==> config.mk <==
export PLATFORM = sky130hd
export DESIGN_NAME = iobus_rect_fill_flat
export DESIGN_NICKNAME = d
export VERILOG_FILES = /design/src/rtl/iobus_rect_fill_pkg.sv /design/src/rtl/iobus_rect_fill_if.sv /design/src/rtl/iobus_rect_fill_scan.sv /design/src/rtl/iobus_rect_fill.sv /design/src/flat_wrapper.sv
export SDC_FILE = /design/constraint.sdc
export NUM_CORES = 1
export LEC_CHECK = 0
export BUFFER_PORTS_ARGS = -buffer_cell sky130_fd_sc_hd__buf_4
export CELL_PAD_IN_SITES_DETAIL_PLACEMENT = 1
export CELL_PAD_IN_SITES_GLOBAL_PLACEMENT = 1
export CORE_MARGIN = 2
export CORE_UTILIZATION = 40
export CTS_BUF_LIST = sky130_fd_sc_hd__clkbuf_8
export DETAILED_ROUTE_END_ITERATION = 7
export PLACE_DENSITY_LB_ADDON = 0.1
export REMOVE_ABC_BUFFERS = 1
export SLEW_MARGIN = 20
export SYNTH_ARGS = -nofsm -noshare
export SYNTH_HDL_FRONTEND = slang
export SYNTH_SLANG_ARGS = --single-unit
export TNS_END_PERCENT = 5
==> constraint.sdc <==
create_clock -name CLK -period 6.87 [get_ports CLK]
set_input_delay 0.687 -clock CLK [delete_from_list [all_inputs] [get_ports CLK]]
set_output_delay 0.687 -clock CLK [all_outputs]
set_load 0.01 [all_outputs]
==> src/rtl/iobus_rect_fill_pkg.sv <==
// Shared OTTER IO constants, fill FSM state type and VGA pixel address helper.
// Also imported by the wrapper's MMIO decode so both sides agree on the VGA window.
package otter_io_pkg;

   localparam logic [31:0] VGA_RANGE_AD = 32'h2000_0000;
   localparam int          VGA_AD_BITS  = 13;
   localparam int          VGA_COLS     = 80;
   localparam int          VGA_ROWS     = 60;

   typedef enum logic [1:0] {
      S_IDLE,
      S_SETUP,
      S_WRITE,
      S_FIN
   } fill_state_t;

   function automatic logic [31:0] vga_pix_ad(input logic [6:0] x, input logic [5:0] y);
      return VGA_RANGE_AD | {{(32-VGA_AD_BITS){1'b0}}, y, x};
   endfunction

endpackage

==> src/rtl/iobus_rect_fill_if.sv <==
// Operand, IOBUS write and status bundle of the rectangle-fill engine.
// The master modport is the engine side; slave is the MCU/arbiter side.
interface iobus_rect_fill_if;
   logic        START;
   logic [6:0]  X0;
   logic [5:0]  Y0;
   logic [6:0]  W;
   logic [5:0]  H;
   logic [7:0]  COLOR;
   logic        GRANT;
   logic        IOBUS_WR;
   logic [31:0] IOBUS_ADDR;
   logic [31:0] IOBUS_OUT;
   logic        BUSY;
   logic        DONE;

   modport master (
      input  START, X0, Y0, W, H, COLOR, GRANT,
      output IOBUS_WR, IOBUS_ADDR, IOBUS_OUT, BUSY, DONE
   );

   modport slave (
      output START, X0, Y0, W, H, COLOR, GRANT,
      input  IOBUS_WR, IOBUS_ADDR, IOBUS_OUT, BUSY, DONE
   );
endinterface

==> src/rtl/iobus_rect_fill_scan.sv <==
// rect_scan_ctr: raster x/y walker over [x0,xe) x [y0,ye), x fastest.
// Internal counters carry one extra bit so the end compare works past column 127 / row 63.
module rect_scan_ctr (
   input  logic       clk,
   input  logic       rst,
   input  logic       load,
   input  logic       adv,
   input  logic [6:0] x0,
   input  logic [5:0] y0,
   input  logic [7:0] xe,
   input  logic [6:0] ye,
   output logic [6:0] px,
   output logic [5:0] py,
   output logic       last
);
   logic [7:0] x;
   logic [6:0] y;
   logic [6:0] x0_q;
   logic [7:0] xe_q;
   logic [6:0] ye_q;
   logic       row_end;

   assign row_end = (x + 8'd1) == xe_q;
   assign last    = row_end && ((y + 7'd1) == ye_q);
   assign px      = x[6:0];
   assign py      = y[5:0];

   always_ff @(posedge clk) begin
      if (rst) begin
         x    <= '0;
         y    <= '0;
         x0_q <= '0;
         xe_q <= '0;
         ye_q <= '0;
      end else if (load) begin
         x    <= {1'b0, x0};
         y    <= {1'b0, y0};
         x0_q <= x0;
         xe_q <= xe;
         ye_q <= ye;
      end else if (adv) begin
         if (row_end) begin
            x <= {1'b0, x0_q};
            y <= y + 7'd1;
         end else begin
            x <= x + 8'd1;
         end
      end
   end
endmodule

==> src/rtl/iobus_rect_fill.sv <==
// Rectangle-fill IOBUS initiator: one write per pixel into the VGA framebuffer.
// Define RECT_FILL_CLIP_EN to clip the rectangle to the visible 80x60 area.
//
//   state   | meaning
//   S_IDLE  | waiting for START, operands latched on START
//   S_SETUP | end bounds computed, scan counter loaded, empty check
//   S_WRITE | IOBUS_WR high, pixel advances on GRANT
//   S_FIN   | DONE pulse
module iobus_rect_fill
   import otter_io_pkg::*;
(
   input logic               CLK,
   input logic               RESET,
   iobus_rect_fill_if.master bus
);
   fill_state_t state, state_nx;

   logic [6:0] x0_q, w_q;
   logic [5:0] y0_q, h_q;
   logic [7:0] color_q;
   logic [7:0] xe_sum, xe_c;
   logic [6:0] ye_sum, ye_c;
   logic       empty;
   logic [6:0] px;
   logic [5:0] py;
   logic       last, scan_ld, scan_adv;

   always_ff @(posedge CLK) begin
      if (RESET) begin
         state   <= S_IDLE;
         x0_q    <= '0;
         y0_q    <= '0;
         w_q     <= '0;
         h_q     <= '0;
         color_q <= '0;
      end else begin
         state <= state_nx;
         if (state == S_IDLE && bus.START) begin
            x0_q    <= bus.X0;
            y0_q    <= bus.Y0;
            w_q     <= bus.W;
            h_q     <= bus.H;
            color_q <= bus.COLOR;
         end
      end
   end

   assign xe_sum = {1'b0, x0_q} + {1'b0, w_q};
   assign ye_sum = {1'b0, y0_q} + {1'b0, h_q};

`ifdef RECT_FILL_CLIP_EN
   assign xe_c = (xe_sum > 8'(VGA_COLS)) ? 8'(VGA_COLS) : xe_sum;
   assign ye_c = (ye_sum > 7'(VGA_ROWS)) ? 7'(VGA_ROWS) : ye_sum;
`else
   assign xe_c = xe_sum;
   assign ye_c = ye_sum;
`endif

   // Also covers an origin beyond the clipped edge, where the bound collapses below X0/Y0.
   assign empty = (xe_c <= {1'b0, x0_q}) || (ye_c <= {1'b0, y0_q});

   rect_scan_ctr u_scan (
      .clk  (CLK),
      .rst  (RESET),
      .load (scan_ld),
      .adv  (scan_adv),
      .x0   (x0_q),
      .y0   (y0_q),
      .xe   (xe_c),
      .ye   (ye_c),
      .px   (px),
      .py   (py),
      .last (last)
   );

   always_comb begin
      state_nx = state;
      scan_ld  = 1'b0;
      scan_adv = 1'b0;
      case (state)
         S_IDLE:  if (bus.START) state_nx = S_SETUP;
         S_SETUP: begin
            scan_ld  = 1'b1;
            state_nx = empty ? S_FIN : S_WRITE;
         end
         S_WRITE: begin
            scan_adv = bus.GRANT;
            if (bus.GRANT && last) state_nx = S_FIN;
         end
         S_FIN:   state_nx = S_IDLE;
         default: state_nx = S_IDLE;
      endcase
   end

   assign bus.IOBUS_WR   = (state == S_WRITE);
   assign bus.IOBUS_ADDR = bus.IOBUS_WR ? vga_pix_ad(px, py) : 32'h0;
   assign bus.IOBUS_OUT  = bus.IOBUS_WR ? {24'h0, color_q} : 32'h0;
   assign bus.BUSY       = (state != S_IDLE);
   assign bus.DONE       = (state == S_FIN);
endmodule

==> src/flat_wrapper.sv <==
// flat-port wrapper written by rule: the top's interface ports become plain ports
module iobus_rect_fill_flat import otter_io_pkg::*;
  (CLK, RESET, bus_START, bus_X0, bus_Y0, bus_W, bus_H, bus_COLOR, bus_GRANT, bus_IOBUS_WR, bus_IOBUS_ADDR, bus_IOBUS_OUT, bus_BUSY, bus_DONE);
  iobus_rect_fill_if bus_i ();
  input logic CLK;
  input logic RESET;
  input wire logic [$bits(bus_i.START)-1:0] bus_START;
  input wire logic [$bits(bus_i.X0)-1:0] bus_X0;
  input wire logic [$bits(bus_i.Y0)-1:0] bus_Y0;
  input wire logic [$bits(bus_i.W)-1:0] bus_W;
  input wire logic [$bits(bus_i.H)-1:0] bus_H;
  input wire logic [$bits(bus_i.COLOR)-1:0] bus_COLOR;
  input wire logic [$bits(bus_i.GRANT)-1:0] bus_GRANT;
  output wire logic [$bits(bus_i.IOBUS_WR)-1:0] bus_IOBUS_WR;
  output wire logic [$bits(bus_i.IOBUS_ADDR)-1:0] bus_IOBUS_ADDR;
  output wire logic [$bits(bus_i.IOBUS_OUT)-1:0] bus_IOBUS_OUT;
  output wire logic [$bits(bus_i.BUSY)-1:0] bus_BUSY;
  output wire logic [$bits(bus_i.DONE)-1:0] bus_DONE;
  assign bus_i.START = bus_START;
  assign bus_i.X0 = bus_X0;
  assign bus_i.Y0 = bus_Y0;
  assign bus_i.W = bus_W;
  assign bus_i.H = bus_H;
  assign bus_i.COLOR = bus_COLOR;
  assign bus_i.GRANT = bus_GRANT;
  assign bus_IOBUS_WR = bus_i.IOBUS_WR;
  assign bus_IOBUS_ADDR = bus_i.IOBUS_ADDR;
  assign bus_IOBUS_OUT = bus_i.IOBUS_OUT;
  assign bus_BUSY = bus_i.BUSY;
  assign bus_DONE = bus_i.DONE;
  iobus_rect_fill u_core (.CLK(CLK), .RESET(RESET), .bus(bus_i));
endmodule
# [Word level (Yosys, flattened, before mapping)]
# Index checks and enable logic that the tools add are counted.
[word_totals] mem_count=0 in_bits=38 mem_bits_rw=0 rom_bits=0 reg_bits=73 latch_bits=0
[op_classes] eq_ne=7 reduce_logical=12 bitwise_logic=0 mux=14 div=0 multipliers=0 n_shift=0 addsub=4 order_cmp=2
[ops] cell="30-bit two-way mux" n=1
[ops] cell="6-bit two-way mux" n=3
[ops] cell="8-bit two-way mux" n=2
[ops] cell="7-bit two-way mux" n=2
[ops] cell="7-bit by 7-bit adder with 8-bit output" n=1
[ops] cell="8-bit by 1-bit adder with 8-bit output, second input constant" n=1
[ops] cell="8-bit == test" n=1
[ops] cell="8-bit by 7-bit less-or-equal comparator with 1-bit output" n=1
[ops] cell="2-bit one-hot mux with 4 select lines" n=1
[ops] cell="6-bit by 6-bit adder with 7-bit output" n=1
[ops] cell="7-bit by 1-bit adder with 7-bit output, second input constant" n=1
[ops] cell="7-bit == test" n=1
[ops] cell="7-bit by 6-bit less-or-equal comparator with 1-bit output" n=1
[ops] cell="2-bit AND reduction" n=3
[ops] cell="2-bit nonzero test" n=3
[ops] cell="2-bit == test, second input constant" n=2
[ops] cell="2-bit two-way mux" n=2
[ops] cell="2-bit inequality test, second input constant" n=2
[ops] cell="1-bit logical AND" n=3
[ops] cell="1-bit two-way mux" n=3
[ops] cell="2-bit by 1-bit == test with 1-bit output, second input constant" n=1
[ops] cell="2-bit zero test" n=1
[ops] cell="2-bit OR reduction" n=1
[ops] cell="1-bit logical OR" n=1

# [Longest topological paths before layout]
[logic_depth] word_depth=6 mapped_depth=16

# [Cells and area by module]
# From an unflattened synthesis, not the netlist that was laid out.
[hier_totals] cells_unflattened=608 hier_area_um2=4893.4
[modules_own_cells] module="iobus_rect_fill" n_inst=1 seq_area_each_um2=720.7 area_per_inst_um2=2587.5 cells_each=335
[modules_own_cells] module="rect_scan_ctr" n_inst=1 seq_area_each_um2=740.7 area_per_inst_um2=2306.0 cells_each=273

# [Least setup slack after synthesis]
# Ideal clock, no wire load.
[synth_path] path_kind="reg2reg" from="reg u_core.x0_q[0]" to="reg u_core.state[0]" arrival_ns=2.634 stages_incl_launch_ff=17 setup_ns=0.072 slack_ns=4.165 synth_period_minus_slack_ns=2.705 cell_sequence="dfxtp_1 -> ha_1 -> inv_1 -> fa_1 -> nor2b_1 -> o21ai_0 -> a21boi_0 -> o21a_1 -> nor2_1 -> xnor2_1 -> ha_1 -> nand2_1 -> o32ai_1 -> a21oi_1 -> nor4_1 -> a211oi_1 -> mux2i_1"
[synth_between] elab_chain_cells=5
[synth_rtl] item="from (decl)" line="iobus_rect_fill.sv:18" rtl="logic [6:0] x0_q, w_q;"
[synth_rtl] item="from (signal assigned)" line="iobus_rect_fill.sv:39" rtl="x0_q <= bus.X0;"
[synth_rtl] item="7-bit by 7-bit adder with 8-bit output" line="iobus_rect_fill.sv:48" rtl="assign xe_sum = {1'b0, x0_q} + {1'b0, w_q};"
[synth_rtl] item="net u_core.u_scan.xe[6]" line="iobus_rect_fill_scan.sv:10" rtl="input logic [7:0] xe,"
[synth_rtl] item="8-bit by 7-bit less-or-equal comparator with 1-bit output" line="iobus_rect_fill.sv:60" rtl="assign empty = (xe_c <= {1'b0, x0_q}) || (ye_c <= {1'b0, y0_q});"
[synth_rtl] item="1-bit logical OR" line="iobus_rect_fill.sv:60"
[synth_rtl] item="1-bit two-way mux" line="iobus_rect_fill.sv:84" rtl="state_nx = empty ? S_FIN : S_WRITE;"
[synth_rtl] item="2-bit one-hot mux with 4 select lines" line="iobus_rect_fill.sv:80" rtl="case (state)"
[synth_rtl] item="to (signal assigned)" line="iobus_rect_fill.sv:37" rtl="state <= state_nx;"
[synth_rtl] item="to (decl)" line="iobus_rect_fill.sv:16" rtl="fill_state_t state, state_nx;"
# The timed path passes the listed nets, and every way through them passes these cells.
# A chain may end at the register's enable or synchronous reset.

# [Final worst setup path]
[layout_path] from="reg u_core.u_scan.x[0]" to="reg u_core.u_scan.y[4]"
[layout_between] elab_chain_cells=4
[layout_rtl] item="from (decl)" line="iobus_rect_fill_scan.sv:16" rtl="logic [7:0] x;"
[layout_rtl] item="from (signal assigned)" line="iobus_rect_fill_scan.sv:36" rtl="x <= {1'b0, x0};"
[layout_rtl] item="from (signal assigned)" line="iobus_rect_fill_scan.sv:43" rtl="x <= {1'b0, x0_q};"
[layout_rtl] item="from (signal assigned)" line="iobus_rect_fill_scan.sv:46" rtl="x <= x + 8'd1;"
[layout_rtl] item="8-bit by 1-bit adder with 8-bit output" line="iobus_rect_fill_scan.sv:23" rtl="assign row_end = (x + 8'd1) == xe_q;"
[layout_rtl] item="8-bit == test" line="iobus_rect_fill_scan.sv:23"
[layout_rtl] item="2-bit nonzero test (no line)"
[layout_rtl] item="2-bit AND reduction (no line)"
[layout_rtl] item="to (signal assigned)" line="iobus_rect_fill_scan.sv:37" rtl="y <= {1'b0, y0};"
[layout_rtl] item="to (signal assigned)" line="iobus_rect_fill_scan.sv:44" rtl="y <= y + 7'd1;"
[layout_rtl] item="to (decl)" line="iobus_rect_fill_scan.sv:17" rtl="logic [6:0] y;"
# Every way passes these cells.

==> results.cfg <==
[cts]
cts_buffers = 9
hold_buffers = 0
tritoncts = yes
ctsLongestPathBuffers = 2
ctsRootBufferMaster = clkbuf_8
post_cts_resized = 0
htree_levels = 3
clkTransAtPathRegs_ns = 0.07
post-cts-setup-buffers = 0
insertion_delay_ns = 0.35
cts.sinks = 73

[synth]
ys_ff_latch = 73
synth-edff-count = 0
ys_warn_count = 0
ys_async_sr_fraction_pct = 0
syn_area_per_cell_um2 = 8.05
synthMostInstantiatedCell = nand2_1
synth_area_leaders = dfxtp_1 (31%), ha_1 (8.7%), buf_4 (7.3%)
ys_seq_area_share_pct = 30.9
yosysTopAreaCellShare_pct = 30.9
synth_cell_type_count = 55
ys_top_cells_by_count = nand2_1 (85), dfxtp_1 (73), a21oi_1 (51)
synthesis.area_um2 = 4730
synth_top_cell_by_area = dfxtp_1
synthCells = 588
ys.flop_type = dfxtp_1

[floorplanning]
initial_core_util_pct = 41.3
ioPinCount = 105
core.rowCount = 39
die-area_um2 = 12700
core_um2 = 11500
die_x_um = 113
die_h_um = 113

[detailed_routing]
drc = 0
vias = 3987
drt_first_iter_violations = 156
drt-total-wl_um = 12000
wl_per_cell_um = 15.5
vias_per_cell = 5.15
ant_nets = 0
firstDrtPassIters = 4

[global_route]
overflow = 0
track_usage_pct = 19.5
grt_pass1_wl_um = 20300
grt_pass1_vias = 4118
grt_max_degree = 74
antenna_found_initial = 0

[placement]
pre_cts_slack_ns = 3.69
dp.cells = 759
portBuffers = 62
dp_hpwl_um = 8660
gp_congestion = 0.888

[sta]
max_slew_margin_pct = 28.8
tightest_slew_ns = 1.07
finalCritPeriodShare_pct = 46.8
clock-skew-final_ns = 0.0100
period_needed_ns = 3.22
timing.final.max_slew_violations = 0
rsz0062_at_grt = false
worst_slack_ns = 3.65
fmax_mhz = 311
finalSetupTns_ns = 0
hold_viol = 0
setup_viol = 0

[finish]
antenna_cells = 0
nets = 700
final_layout_size_suffix_gt1_share_pct = 13.6
stdcell_count = 774
synthToLayoutAreaGrowth_pct = 11.8
postLayoutCoreUtil_pct = 46.1

[power_and_ir_drop]
power_mw = 1.69
ir_drop_uv = 119
power_leakage_nw = 2.32
power_density_nw_per_um2 = 319

[hold_path]
hold_path_class = flip-flop to flip-flop

[critical_path]
required_ns = 7.16
end_kind = flip-flop
path_max_fanout = 13
cp-start-kind = flip-flop
critPathKind = flip-flop to flip-flop
worst_ep_arrival_time_ns = 3.51

[outcome]
status = complete, no violations

[flow_run]
maxCapViolCount = 0
-- placed cells by master, fill, tap and decap left out, types with 3 or more instances in the layout --
cell,instances
or3_1,5
o22ai_1,5
o21ai_0,8
nor3_1,4
clkbuf_8,10
nor4_1,3
a21o_1,4
nand2_1,84
and3_1,6
mux2i_1,24
buf_4,64
dfxtp_1,73
nor3b_1,4
ha_1,32
a21oi_1,51
xnor2_1,21
nand2b_1,4
a22oi_1,6
nand4_1,6
nand3_1,12
a221oi_1,4
nor2b_1,7
o21a_1,6
a211oi_1,6
and2_1,23
inv_1,30
conb_1,42
xor2_1,11
o311a_1,4
nor2_1,40
-- critical path, cell delays in order (launching register included) --
cell and delay [ns]:
dfxtp_1 0.56, ha_1 0.34, and3_1 0.24, a32oi_1 0.11
a211o_1 0.33, nor4_4 0.74, and3_4 0.40, mux2_2 0.35
nor2_1 0.09
-- cell families after synthesis --
group	after synthesis	synth area share, %
muxes	26	5.55
adders and majority gates	35	9.57
and+or+nand+nor	207	21.2
other	1	0.0792
xor gates and xnor gates	32	5.92
buffers and inverters	105	12.2
DFF	73	30.9
AOI/OAI and AO/OA	109	14.6
-- routing by layer --
metal,share of wire (%),track usage (%),up-vias
li1,-,-,1978
met1,49,26.7,1886
met2,44,31.2,109
met3,4.6,3.27,14
met4,1.7,6.67,0
met5,0,0,-
-- through the flow --
stage               cell area, um2  hold slack, ns
floorplan                     4420           0.426
global route                  5290           0.484
global placement              5080           0.437
CTS                           5290           0.454
detailed placement            5080           0.442
finish                        5290           0.455
-- registers in the layout, indices dropped and copies added, names as in the netlist, 6 cells and up --
name,flops
u_core.h_q,6
u_core.u_scan.ye_q,7
u_core.y0_q,6
u_core.u_scan.x0_q,7
u_core.u_scan.x,8
u_core.x0_q,7
u_core.w_q,7
u_core.u_scan.y,7
u_core.color_q,8
u_core.u_scan.xe_q,8
-- worst paths after layout --
path | startpoint | endpoint | slack [ns] | cells after the start
setup reg to reg | u_core.u_scan.x[0]$_SDFFE_PP0P_ | u_core.u_scan.y[4]$_SDFFE_PP0P_ | 3.65 | 8
hold reg to reg | u_core.color_q[7]$_SDFFE_PP0P_ | u_core.color_q[7]$_SDFFE_PP0P_ | 0.45 | 2
setup / recovery | u_core.u_scan.x[0]$_SDFFE_PP0P_ | u_core.u_scan.y[4]$_SDFFE_PP0P_ | 3.65 | 8
hold / removal | u_core.color_q[7]$_SDFFE_PP0P_ | u_core.color_q[7]$_SDFFE_PP0P_ | 0.45 | 2
-- area by class of cell --
type                            count  area (um2)
Clock buffer                       10         138
Sequential cell                    73        1460
Tap cell                          143         179
Timing Repair Buffer               64         480
Clock inverter                      5        72.6
Inverter                           28         105
Fill cell                        1407        6180
Multi-Input combinational cell    451        2860
-- power breakdown --
| part | switching [mW] | internal (mW) | total (mW) |
|---|---|---|---|
| Sequential | 0.0958 | 0.504 | 0.600 |
| Combinational | 0.406 | 0.308 | 0.714 |
| Clock | 0.162 | 0.209 | 0.371 |
| Total | 0.663 | 1.02 | 1.69 |
(Power assumes the default switching activity.)
